==> config.mk <==
export PLATFORM = sky130hd
export DESIGN_NAME = uart_tx_arbiter
export DESIGN_NICKNAME = d
export VERILOG_FILES = /design/src/rtl/uart_tx_arbiter.sv
export SDC_FILE = /design/constraint.sdc
export NUM_CORES = 1
export LEC_CHECK = 0
export ABC_AREA = 1
export ABC_CLOCK_PERIOD_IN_PS = 4300
export BUFFER_PORTS_ARGS = -buffer_cell sky130_fd_sc_hd__buf_2
export CORE_ASPECT_RATIO = 0.8
export CORE_MARGIN = 2
export CORE_UTILIZATION = 24
export DETAILED_ROUTE_END_ITERATION = 10
export PLACE_DENSITY = 0.53
export SLEW_MARGIN = 30
export SYNTH_ARGS = -nofsm -noshare
export SYNTH_HDL_FRONTEND = slang
export SYNTH_SLANG_ARGS = --single-unit
export TNS_END_PERCENT = 100
==> constraint.sdc <==
create_clock -name clk -period 4.3 [get_ports clk]
set_input_delay 1.29 -clock clk [delete_from_list [all_inputs] [get_ports clk]]
set_output_delay 1.29 -clock clk [all_outputs]
set_load 0.03 [all_outputs]
==> src/rtl/uart_tx_arbiter.sv <==
// Round-robin arbiter sharing one UART transmitter among NUM_REQ byte requesters.
// Each grant is a one-cycle TX_Start followed by a wait for TX_BUSY to rise and fall.
module uart_tx_arbiter #(
    parameter int NUM_REQ      = 2,
    parameter int BUSY_TIMEOUT = 16,
    parameter int CW           = 5
) (
    input  logic                 clk,
    input  logic                 reset,
    input  logic [NUM_REQ-1:0]   req,
    input  logic [8*NUM_REQ-1:0] req_data,
    output logic [NUM_REQ-1:0]   ack,
    output logic                 TX_Start,
    output logic [7:0]           TX_DATA,
    input  logic                 TX_BUSY,
    output logic [2:0]           owner,
    output logic                 active,
    output logic                 timeout_err
);

    localparam int IW = (NUM_REQ > 1) ? $clog2(NUM_REQ) : 1;

    typedef enum logic [1:0] {IDLE, ISSUE, WAIT_BUSY, WAIT_DONE} state_t;

    state_t                   state, state_n;
    logic [IW-1:0]            last_grant, last_n;
    logic [IW-1:0]            win;
    logic                     found;
    logic [CW-1:0]            cnt, cnt_n;
    logic [NUM_REQ-1:0]       ack_n;
    logic                     start_n;
    logic [7:0]               data_n;
    logic [2:0]               owner_n;
    logic                     terr_n;
    logic [NUM_REQ-1:0][7:0]  req_bytes;

    assign req_bytes = req_data;

    // Two passes: first requesters above last_grant, then wrap to the bottom.
    always_comb begin
        found = 1'b0;
        win   = '0;
        for (int i = 0; i < NUM_REQ; i++) begin
            if (!found && req[i] && (i > int'(last_grant))) begin
                found = 1'b1;
                win   = IW'(i);
            end
        end
        for (int i = 0; i < NUM_REQ; i++) begin
            if (!found && req[i]) begin
                found = 1'b1;
                win   = IW'(i);
            end
        end
    end

    always_comb begin
        state_n = state;
        last_n  = last_grant;
        owner_n = owner;
        ack_n   = '0;
        start_n = 1'b0;
        data_n  = TX_DATA;
        cnt_n   = cnt;
        terr_n  = timeout_err;
        unique case (state)
            IDLE: begin
                if (!TX_BUSY && found) begin
                    ack_n[win] = 1'b1;
                    start_n    = 1'b1;
                    data_n     = req_bytes[win];
                    owner_n    = 3'(win);
                    last_n     = win;
                    state_n    = ISSUE;
                end
            end
            ISSUE: begin
                cnt_n   = '0;
                state_n = WAIT_BUSY;
            end
            WAIT_BUSY: begin
                if (TX_BUSY) begin
                    state_n = WAIT_DONE;
                end else if (cnt == CW'(BUSY_TIMEOUT - 1)) begin
                    // Transmitter never picked the byte up; drop it, no retry.
                    terr_n  = 1'b1;
                    state_n = IDLE;
                end else begin
                    cnt_n = cnt + 1'b1;
                end
            end
            WAIT_DONE: begin
                if (!TX_BUSY) state_n = IDLE;
            end
            default: state_n = IDLE;
        endcase
    end

    always_ff @(posedge clk or negedge reset) begin
        if (!reset) begin
            state       <= IDLE;
            last_grant  <= IW'(NUM_REQ - 1);
            owner       <= '0;
            ack         <= '0;
            TX_Start    <= 1'b0;
            TX_DATA     <= '0;
            cnt         <= '0;
            timeout_err <= 1'b0;
            active      <= 1'b0;
        end else begin
            state       <= state_n;
            last_grant  <= last_n;
            owner       <= owner_n;
            ack         <= ack_n;
            TX_Start    <= start_n;
            TX_DATA     <= data_n;
            cnt         <= cnt_n;
            timeout_err <= terr_n;
            active      <= (state_n != IDLE);
        end
    end

endmodule

### Word level (Yosys, flattened, before mapping)

Index checks and enable logic that the tools add are counted.

| word-level totals | value |
|---|---|
| input bits | 21 |
| logic and storage cells | 55 |
| output and inout bits | 16 |
| register bits | 22 |

| cells by class | value |
|---|---|
| reductions and logical operators | 14 |
| bitwise logic cells | 1 |
| add/subtract/negate cells | 1 |
| equality and inequality tests | 6 |
| order comparisons | 3 |
| multiplexer cells | 21 |

Operator list:

| cell | number |
|---|---|
| $mux W8 | 2 |
| $mux W2 | 6 |
| $mux W5 | 2 |
| $pmux W5 S2 | 1 |
| $mux W1 | 8 |
| $pmux W2 S4 | 1 |
| $reduce_and A3 Y1 | 2 |
| $add A5 B1 Y5 const B | 1 |
| $eq A5 B4 Y1 const B | 1 |
| $logic_and A1 B1 Y1 | 5 |
| $eq A2 B2 Y1 const B | 2 |
| $ne A2 B2 Y1 const B | 2 |
| $reduce_bool A2 Y1 | 2 |
| $logic_not A1 Y1 | 3 |
| $eq A2 B1 Y1 const B | 1 |
| $logic_not A2 Y1 | 1 |
| $lt A1 B2 Y1 const B | 1 |
| $reduce_and A2 Y1 | 1 |
| $demux W1 S1 | 1 |
| $ge A1 B1 Y1 const B | 1 |
| $gt A1 B1 Y1 const A | 1 |
| $not A1 Y1 | 1 |

### Logic depth before layout (Yosys ltp)

| depth | value |
|---|---|
| word-level depth | 15 |
| gate-level depth with buffers | 10 |
| mapped depth without buffers | 10 |

### Least setup slack after synthesis

No wires, ideal clock.

| timing | value |
|---|---|
| path type | input-to-reg |
| from | input port req[1] |
| to | register active |
| buffers on the path | 2 |
| arrival | 1.856 ns |
| setup time | 0.131 ns |
| setup slack | 2.313 ns |
| required time | 4.169 ns |
| cell stages on the path | 6 |
| cells stage by stage | buf_6 -> nor2_4 -> nor2_1 -> nand2_2 -> buf_6 -> nand3_1 |

| on the way | value |
|---|---|
| longest elaborated chain between the ends | 12 |

Ends and longest elaborated chain:

| what | line | text |
|---|---|---|
| from (decl) | 10 | `input logic [NUM_REQ-1:0] req,` |
| $logic_and A1 B1 Y1 | 44 | `if (!found && req[i] && (i > int'(last_grant))) begin` |
| $mux W1 | 44 |  |
| $logic_not A1 Y1 | 50 | `if (!found && req[i]) begin` |
| $logic_and A1 B1 Y1 | 50 |  |
| $mux W1 | 50 |  |
| $logic_not A1 Y1 | 50 |  |
| $logic_and A1 B1 Y1 | 50 |  |
| $mux W1 (*) | 50 |  |
| $logic_and A1 B1 Y1 (*) | 68 | `if (!TX_BUSY && found) begin` |
| $mux W2 (*) | 68 |  |
| $pmux W2 S4 (*) | 66 | `unique case (state)` |
| $reduce_bool A2 Y1 (*) | 119 | `active <= (state_n != IDLE);` |
| to (signal assigned) | 119 |  |
| to (decl) | 17 | `output logic active,` |

Mark *: on every way between the ends. The rest lies on a longest branch, timed or not.
A chain may end at the register's enable or synchronous reset.

### Worst setup path after layout

| timing | value |
|---|---|
| from | register TX_DATA[2] |
| to | output port TX_DATA[2] |

RTL lines:

| what | line | text |
|---|---|---|
| from (decl) | 14 | `output logic [7:0] TX_DATA,` |
| from (signal assigned) | 116 | `TX_DATA <= data_n;` |

No word-level cell between the ends.

==> qor.tcl <==
set qor(status) {complete, no violations}
set qor(syn_inst) 143
set qor(post-place-cells) 231
set qor(rsz0062_at_grt) {false}
set qor(pwr_density_cell_mw_per_mm2) 588
set qor(die_x_microns) 79.6
set qor(die_height_microns) 64.5
set qor(internal_power_w) 0.000460
set qor(drt-wirelength-per-cell_microns) 10.3
set qor(root_buffer) {sky130_fd_sc_hd__clkbuf_8}
set qor(crit_chain) {buf_2}
set qor(setup_tns_ps) 0
set qor(instances_no_fill) 235
set qor(swShare_pct) 42.4
set qor(ys.warnings.count) 0
set qor(number_of_antenna_violations_at_the_first_check_in_global_routing) 0
set qor(power.switching_w) 0.000339
set qor(gp_routability_congestion) 0.814
set qor(yosys.cell_types.count) 15
set qor(cts_tree) {built}
set qor(drt_iter0_drc) 61
set qor(area_fraction_in_compound_gates_after_synthesis_pct) 1.82
set qor(detail_route.wirelength_mm) 2.43
set qor(fin_crit_sh_pct) 49.5
set qor(boundaryPins) 37
set qor(ys_seq_elements) 22
set qor(arrival_ps) 840
set qor(critical_path_startpoint_category) {flop}
set qor(post-route-min-period_ps) 2130
set qor(grt.overflow.total) 0
set qor(final_antenna_net_count) 0
set qor(vias_per_cell) 3.99
set qor(largest_net_degree_at_the_start_of_global_routing) 23
set qor(timing.clock.skew_ps) 7.66
set qor(main_combinational_cell_family_by_area_after_synthesis) {simple AND/OR/NAND/NOR gates}
set qor(p_leak_nw) 0.787
set qor(hold_viol_final) 0
set qor(hold_buf_count_cts) 0
set qor(sequentialPowerShare_pct) 40.6
set qor(yosys.area_share.simple_pct) 37.4
set qor(register_area_share_after_synthesis_pct) 50.3
set qor(drc) 0
set qor(grt_pass1_wl_mm) 3.94
set qor(fmax_mhz) 469
set qor(pwr-share-comb_pct) 40.9
set qor(area_growth_syn_to_layout_pct) 23.9
set qor(synthXorXnorAreaFrac_pct) 0
set qor(worstSkewPairLatency_ps) 270
set qor(dp.final_hpwl_mm) 1.87
set qor(postCtsResizedCells) 0
set qor(groute.usage.overall_pct) 10.1
set qor(clk_pin_slew_worst_paths_ps) 80
set qor(tritoncts_buffers) 3
set qor(largest_fanout_on_the_critical_path) 2
set qor(setup.worst_path.class) {reg -> out}
set qor(max_cap_viol_count) 0
set qor(power.ir.vdd_worst_uv) 125
set qor(design_power_total_w) 0.000799
set qor(placeableCoreArea_sq_mm) 0.00428
set qor(initial_utilization_pct) 25.6
set qor(holdCritPathClass) {reg -> reg}
set qor(synthAdderAreaFrac_pct) 2.28
set qor(final_util_pct) 31.8
set qor(dieArea_sq_mm) 0.00513
set qor(timing.final.setup_violations) 0
set qor(endpoint_kind) {output port}
set qor(cts.repair_timing.setup_buffer_count) 0
set qor(worst_path_largest_cell_delay_ps) 390
set qor(reg2reg_slack_ps) 2700
set qor(crit_family) {flip-flops}
set qor(grt_pass1_vias) 873
set qor(post_synth.cell_area_avg_sq_um) 7.67
set qor(yosys-mux-area-fraction_pct) 0
set qor(cts_h_tree_depth) 1
set qor(cpMaxStageDelayCell) {sky130_fd_sc_hd__dfrtp_1}
set qor(routed-via-count) 938
set qor(first_drt_pass_iteration_count) 4
set qor(timing.final.max_slew_violations) 0
set qor(critical_path_required_ps) 3010
set qor(finish.net_count) 202
set qor(clock_sink_count) 22
set qor(placement_rows) 21
set qor(power.share.clock_pct) 18.5
set qor(clock_tree.buffer_depth) 2
set qor(drive_above_1_share_pct) 25.3
set qor(insertedDiodeCount) 0
set qor(netlist_area_before_placement_sq_mm) 0.00110
set qor(place.port_buffers) 34
set qor(critPathBufInv) 1
-- state kept, by name, indices dropped and copies added, names as in the netlist --
name	cells
TX_DATA	8
TX_Start	1
ack	2
active	1
cnt	5
last_grant	1
owner	1
state	2
timeout_err	1
-- power groups by stage --
| stage | clock [W] | sequential (W) | combinational [W] |
|---|---|---|---|
| floorplan | 0 | 0.000414 | 0.000151 |
| global placement | 0 | 0.000330 | 0.000329 |
| detailed placement | 0 | 0.000330 | 0.000331 |
| CTS | 0.000152 | 0.000326 | 0.000332 |
| global route | 0.000162 | 0.000335 | 0.000375 |
| finish | 0.000148 | 0.000325 | 0.000327 |
-- layer usage --
layer | vias to the layer above | GRT usage, % | share of wire, %
li1 | 503 | - | -
met1 | 411 | 13.0 | 46
met2 | 19 | 14.9 | 46
met3 | 5 | 3.90 | 6.0
met4 | 0 | 4.53 | 1.9
met5 | - | 0 | 0
-- worst paths after layout --
kind | start | endpoint | depth (start not counted)
worst min-delay path | timeout_err | timeout_err | 1
worst max-delay path | TX_DATA[2] | TX_DATA[2] | 1
min in group asynchronous | reset | ack[1] | 1
worst max register to register | cnt[0] | cnt[3] | 10
max in group asynchronous | reset | last_grant | 1
worst min register to register | timeout_err | timeout_err | 1
-- synth_stat cells (all sizes together) --
| master | number | area [sq um] |
|---|---|---|
| a21oi | 1 | 5.00 |
| buf | 4 | 37.5 |
| conb | 1 | 3.75 |
| dfrtp | 21 | 526 |
| dfstp | 1 | 26.3 |
| ha | 2 | 25.0 |
| inv | 13 | 48.8 |
| nand2 | 72 | 278 |
| nand3 | 14 | 70.1 |
| nor2 | 12 | 62.6 |
| o21bai | 2 | 15.0 |
-- placed cells by master (no fill, tap or decap) --
master                      n
sky130_fd_sc_hd__nor2_1     9
sky130_fd_sc_hd__buf_2     34
sky130_fd_sc_hd__nand2_2    3
sky130_fd_sc_hd__conb_1     2
sky130_fd_sc_hd__nand2_1   69
sky130_fd_sc_hd__inv_1     13
sky130_fd_sc_hd__nand3_1   14
sky130_fd_sc_hd__clkbuf_8   4
sky130_fd_sc_hd__nor2_2     1
sky130_fd_sc_hd__nor2_4     2
sky130_fd_sc_hd__ha_1       2
sky130_fd_sc_hd__dfstp_2    1
sky130_fd_sc_hd__o21bai_1   2
sky130_fd_sc_hd__dfrtp_1   21
sky130_fd_sc_hd__a21oi_1    1
-- metrics by stage --
| step | cell area, sq um | hold WS, ps | setup WS (ps) |
|---|---|---|---|
| after floorplan | 1100 | 449 | 2310 |
| after global placement | 1310 | 455 | 2150 |
| after detailed placement | 1310 | 460 | 2130 |
| after CTS | 1360 | 475 | 2160 |
| after global routing | 1360 | 496 | 2140 |
| final | 1360 | 470 | 2170 |
-- logic make-up after synthesis --
kind of cell / count (synthesis)
and+or+nand+nor: 98
DFF: 22
buffers and inverters: 17
AOI/OAI and AO/OA: 3
adders and majority gates: 2
other: 1
-- layout make-up --
class,count,area (sq um)
timing repair buffer,34,170
multi-input combinational,105,463
inverter,13,48.8
fill,481,2920
clock buffer,4,55.1
sequential,22,552
tap,57,71.3
(Power assumes the default switching activity.)
